### config.mk
export PLATFORM = sky130hd
export DESIGN_NAME = pipe_stage_reg
export DESIGN_NICKNAME = d
export VERILOG_FILES = /design/src/rtl/pipeline_pkg.sv /design/src/rtl/sat_counter.sv /design/src/rtl/pipe_stage_reg.sv
export SDC_FILE = /design/constraint.sdc
export NUM_CORES = 1
export LEC_CHECK = 0
export ABC_AREA = 1
export CORE_MARGIN = 3
export CORE_UTILIZATION = 46
export CTS_CLUSTER_SIZE = 40
export DETAILED_ROUTE_END_ITERATION = 10
export PLACE_DENSITY = 0.91
export SLEW_MARGIN = 20
export SYNTH_ARGS = -nofsm -noshare
export SYNTH_HDL_FRONTEND = slang
export SYNTH_SLANG_ARGS = --single-unit
### constraint.sdc
create_clock -name clk -period 4.3 [get_ports clk]
set_clock_uncertainty 0.2 [all_clocks]
set_input_delay 0.43 -clock clk [delete_from_list [all_inputs] [get_ports clk]]
set_output_delay 0.43 -clock clk [all_outputs]
set_load 0.02 [all_outputs]
### src/rtl/pipeline_pkg.sv
// Shared pipeline types: elastic stage state encoding and the grouping of the
// per-stage performance counters.
package pipeline_pkg;

   typedef enum logic [1:0] {
      EMPTY = 2'd0,
      BUSY  = 2'd1,
      FULL  = 2'd2
   } pipe_state_t;

   localparam int PERF_CNT_W = 32;

   typedef struct packed {
      logic [PERF_CNT_W-1:0] stall;
      logic [PERF_CNT_W-1:0] bubble;
   } pipe_stage_perf_t;

endpackage

### src/rtl/sat_counter.sv
// Saturating up-counter: holds at all-ones once reached, cleared only by reset.
module sat_counter #(
   parameter int CNT_W = 32
) (
   input  logic             clk,
   input  logic             reset,
   input  logic             inc,
   output logic [CNT_W-1:0] count
);

   localparam logic [CNT_W-1:0] ONE = {{(CNT_W-1){1'b0}}, 1'b1};

   always_ff @(posedge clk or posedge reset) begin
      if (reset) begin
         count <= '0;
      end else if (inc && (count != '1)) begin
         count <= count + ONE;
      end
   end

endmodule

### src/rtl/pipe_stage_reg.sv
// Elastic pipeline stage: main + skid register with valid/ready handshake and
// synchronous flush. Define PIPE_STAGE_PERF_EN to build the stall/bubble counters.
module pipe_stage_reg #(
   parameter int WIDTH = 32,
   parameter int CNT_W = 32
) (
   input  logic             clk,
   input  logic             reset,
   input  logic             flush,
   input  logic             in_valid,
   output logic             in_ready,
   input  logic [WIDTH-1:0] in_data,
   output logic             out_valid,
   input  logic             out_ready,
   output logic [WIDTH-1:0] out_data,
   output logic [CNT_W-1:0] stall_cnt,
   output logic [CNT_W-1:0] bubble_cnt
);

   import pipeline_pkg::*;

   pipe_state_t      state;
   logic [WIDTH-1:0] main_q;
   logic [WIDTH-1:0] skid_q;
   logic             in_xfer;
   logic             out_xfer;

   // Both handshake outputs decode the state register alone, so ready never
   // sees a combinational path from out_ready.
   assign out_valid = (state != EMPTY);
   assign in_ready  = (state != FULL);
   assign out_data  = main_q;

   assign in_xfer  = in_valid & in_ready;
   assign out_xfer = out_valid & out_ready;

   // NOTE: the payload registers are reset along with the state so out_data reads
   // zero as soon as reset rises; all state updates use non-blocking assignment.
   always_ff @(posedge clk or posedge reset) begin
      if (reset) begin
         state  <= EMPTY;
         main_q <= '0;
         skid_q <= '0;
      end else if (flush) begin
         state <= EMPTY;
      end else begin
         case (state)
            EMPTY: begin
               if (in_xfer) begin
                  main_q <= in_data;
                  state  <= BUSY;
               end
            end
            BUSY: begin
               if (in_xfer && out_xfer) begin
                  main_q <= in_data;
               end else if (in_xfer) begin
                  skid_q <= in_data;
                  state  <= FULL;
               end else if (out_xfer) begin
                  state <= EMPTY;
               end
            end
            FULL: begin
               if (out_ready) begin
                  main_q <= skid_q;
                  state  <= BUSY;
               end
            end
            default: state <= EMPTY;
         endcase
      end
   end

`ifdef PIPE_STAGE_PERF_EN
   sat_counter #(.CNT_W(CNT_W)) u_stall_cnt (
      .clk   (clk),
      .reset (reset),
      .inc   (out_valid & ~out_ready),
      .count (stall_cnt)
   );

   sat_counter #(.CNT_W(CNT_W)) u_bubble_cnt (
      .clk   (clk),
      .reset (reset),
      .inc   (~out_valid),
      .count (bubble_cnt)
   );
`else
   assign stall_cnt  = '0;
   assign bubble_cnt = '0;
`endif

endmodule

==> impl_metrics.env <==
export IMPL_status="finished clean"
export IMPL_synth_cells=430
export IMPL_dp_cells=578
export IMPL_grt_antenna_before_repair=0
export IMPL_grt_pass1_wl_mm=11.2
export IMPL_avgSynthCellArea_um2=7.94
export IMPL_leakage_nw=2.21
export IMPL_synth_top_area_cell="dfrtp_1"
export IMPL_critical_path_startpoint_type="flop"
export IMPL_hold_depth=2
export IMPL_ys_seq_area_share_pct=48.4
export IMPL_fp_row_count=30
export IMPL_wl_per_cell_um=11.5
export IMPL_grt_start_max_net_pins=67
export IMPL_drt_first_iter_violations=111
export IMPL_route_detailed_drc=0
export IMPL_required_ps=3670
export IMPL_rsz0062_at_grt="false"
export IMPL_max_cap_viol_count=0
export IMPL_powerDensity_nw_per_um2=462
export IMPL_reg2reg_from="state[1]$_DFFE_PP0P_"
export IMPL_critPathCaptureType="output pin"
export IMPL_clkTransAtPathRegs_ps=70
export IMPL_slew_violations=0
export IMPL_layout_min_cycle_time_ps=2720
export IMPL_yosysWarnings=0
export IMPL_via_per_inst=4.41
export IMPL_coreArea_um2=6980
export IMPL_die_h_um=92.1
export IMPL_regArea_um2=1650
export IMPL_diodes=0
export IMPL_worstPathMaxFanout=66
export IMPL_numPortBuffers=70
export IMPL_setup_viol=0
export IMPL_dieArea_um2=8490
export IMPL_num_nets_final=530
export IMPL_dieWidth_um=92.1
export IMPL_fin_crit_sh_pct=63.2
export IMPL_drtAntennaViolNets=0
export IMPL_syn2layout_area_growth_pct=20.4
export IMPL_worstPathArrival_ps=2090
export IMPL_clock_fmax_ghz=0.368
export IMPL_hold_class="reg -> reg"
export IMPL_cts_sinks=66
export IMPL_clock_path_buffers=2
export IMPL_finalWirelength_mm=6.83
export IMPL_drt_first_pass_iters=4
export IMPL_start_util_pct=48.9
export IMPL_worst_slew_pin_slew_ps=648
export IMPL_synthTopCellsByArea="dfrtp_1 48%, buf_4 15%, nand2_1 14%, o21ai_0 5.3%, a21oi_1 4.3%"
export IMPL_r2r_end="out_data[3]$_DFFE_PP0P_"
export IMPL_cts_tree="built"
export IMPL_hold_violations=0
export IMPL_stdcell_count=594
export IMPL_cts_root_buf="clkbuf_8"
export IMPL_yosysTopAreaCellShare_pct=48.4
export IMPL_grtUsageTotal_pct=16.4
export IMPL_dp_hpwl_mm=4.90
export IMPL_slew_headroom_pct=56.7
export IMPL_gr_total_overflow=0
export IMPL_r2r_cells=7
export IMPL_syn_area_um2=3410
export IMPL_post_cts_repair_setup_buffers=0
export IMPL_fin_setup_tns_ps=0
export IMPL_peakVddDrop_v=0.000243
export IMPL_ctsHoldBuffers=0
export IMPL_critPathKind="reg -> out"
export IMPL_regToRegSetupSlack_ps=2170
export IMPL_n_fill_cell=594
export IMPL_vias=2619
export IMPL_grt_pass1_vias=2478
export IMPL_gp_congestion=0.753
export IMPL_ios=135
export IMPL_multi_input_area_um2=1250
export IMPL_drive_gt1_share_pct=5.22
export IMPL_synth_seq_cells=66
export IMPL_h_tree_depth=3
export IMPL_min_from="out_data[28]$_DFFE_PP0P_"
export IMPL_clock_latency_ps=330
export IMPL_min_to="out_data[28]$_DFFE_PP0P_"
export IMPL_cts_resized=0
export IMPL_numCtsBuffers=9
export IMPL_synth_cell_type_count=19
==> Yosys cell counts, drive strengths merged <==
| cell type | number |
|---|---|
| a21oi | 30 |
| o21ai | 39 |
| dfrtp | 66 |
| o211ai | 1 |
| buf | 81 |
| nor2 | 33 |
| nand4 | 1 |
| nand3 | 1 |
| clkbuf | 3 |
| o31ai | 1 |
| nand2 | 134 |
| conb | 1 |
| inv | 39 |
==> registers in the layout, summed over array words and instances (netlist names) <==
name / flops
skid_q: 32
out_data: 32
state: 2
==> worst max-delay path, cell delays in order, from the launching register on <==
cell	delay, ps
dfrtp_1	440
inv_2	80
nand2_2	80
buf_4	460
clkdlybuf4s50_1	710
==> where the power goes <==
group	total, mW	internal, mW	switching (mW)
Combinational	0.505	0.206	0.298
Sequential	0.826	0.762	0.0636
Clock	0.569	0.341	0.229
Total	1.90	1.31	0.591
==> through the flow <==
stage	worst slack [ps]	hold slack, ps	power (mW)	instance area (µm²)	util, %
floorplan	2020	254	1.17	3650	-
global placement	1860	266	1.32	3890	55.7
detailed placement	1790	273	1.34	3890	55.7
CTS	1580	290	1.92	4110	58.9
global route	1460	316	2.01	4110	58.9
finish	1580	283	1.90	4110	58.9
==> worst max-delay path by stage <==
stage                     depth (start not counted)  slack, ps                  from                        to
after floorplan                                   1       2020                 reset   out_data[0]$_DFFE_PP0P_
after global placement                            7       1860              in_valid  out_data[30]$_DFFE_PP0P_
after detailed placement                          7       1790              in_valid  out_data[30]$_DFFE_PP0P_
after CTS                                         4       1580  state[0]$_DFFE_PP0P_                  in_ready
after global routing                              4       1460  state[0]$_DFFE_PP0P_                  in_ready
final                                             4       1580  state[0]$_DFFE_PP0P_                  in_ready
==> cells in the final DEF (no fill, tap or decap), types with 2 or more instances in the layout <==
cell type        instances
clkdlybuf4s50_1         70
clkinv_2                 2
inv_2                    4
dfrtp_1                 66
nand2_2                  3
nor2_1                  33
buf_4                    3
o21ai_1                  3
inv_1                   35
conb_1                  64
clkbuf_8                10
o21ai_0                 36
bufinv_16                2
nand2_1                131
a21oi_1                 29
==> per-layer routing <==
metal | GRT usage (%) | vias up | share of wire (%)
met5 | 0 | - | 0
met4 | 6.44 | 0 | 0.78
met3 | 3.53 | 6 | 5.8
met2 | 29.2 | 92 | 52
met1 | 19.2 | 1208 | 41
li1 | - | 1313 | -
==> logic make-up after synthesis <==
group	synth area share, %
other cells	0.110
compound gates	10.7
simple gates	18.9
buf+inv	21.9
flops	48.4
==> final cells by class <==
type,instances,area share [%]
tap,96,2.92
sequential,66,40.2
clock buffer,11,3.44
timing repair buffer,73,17.6
inverter,39,3.56
multi-input combinational,304,30.4
clock inverter,5,1.89
(Power assumes the default switching activity.)
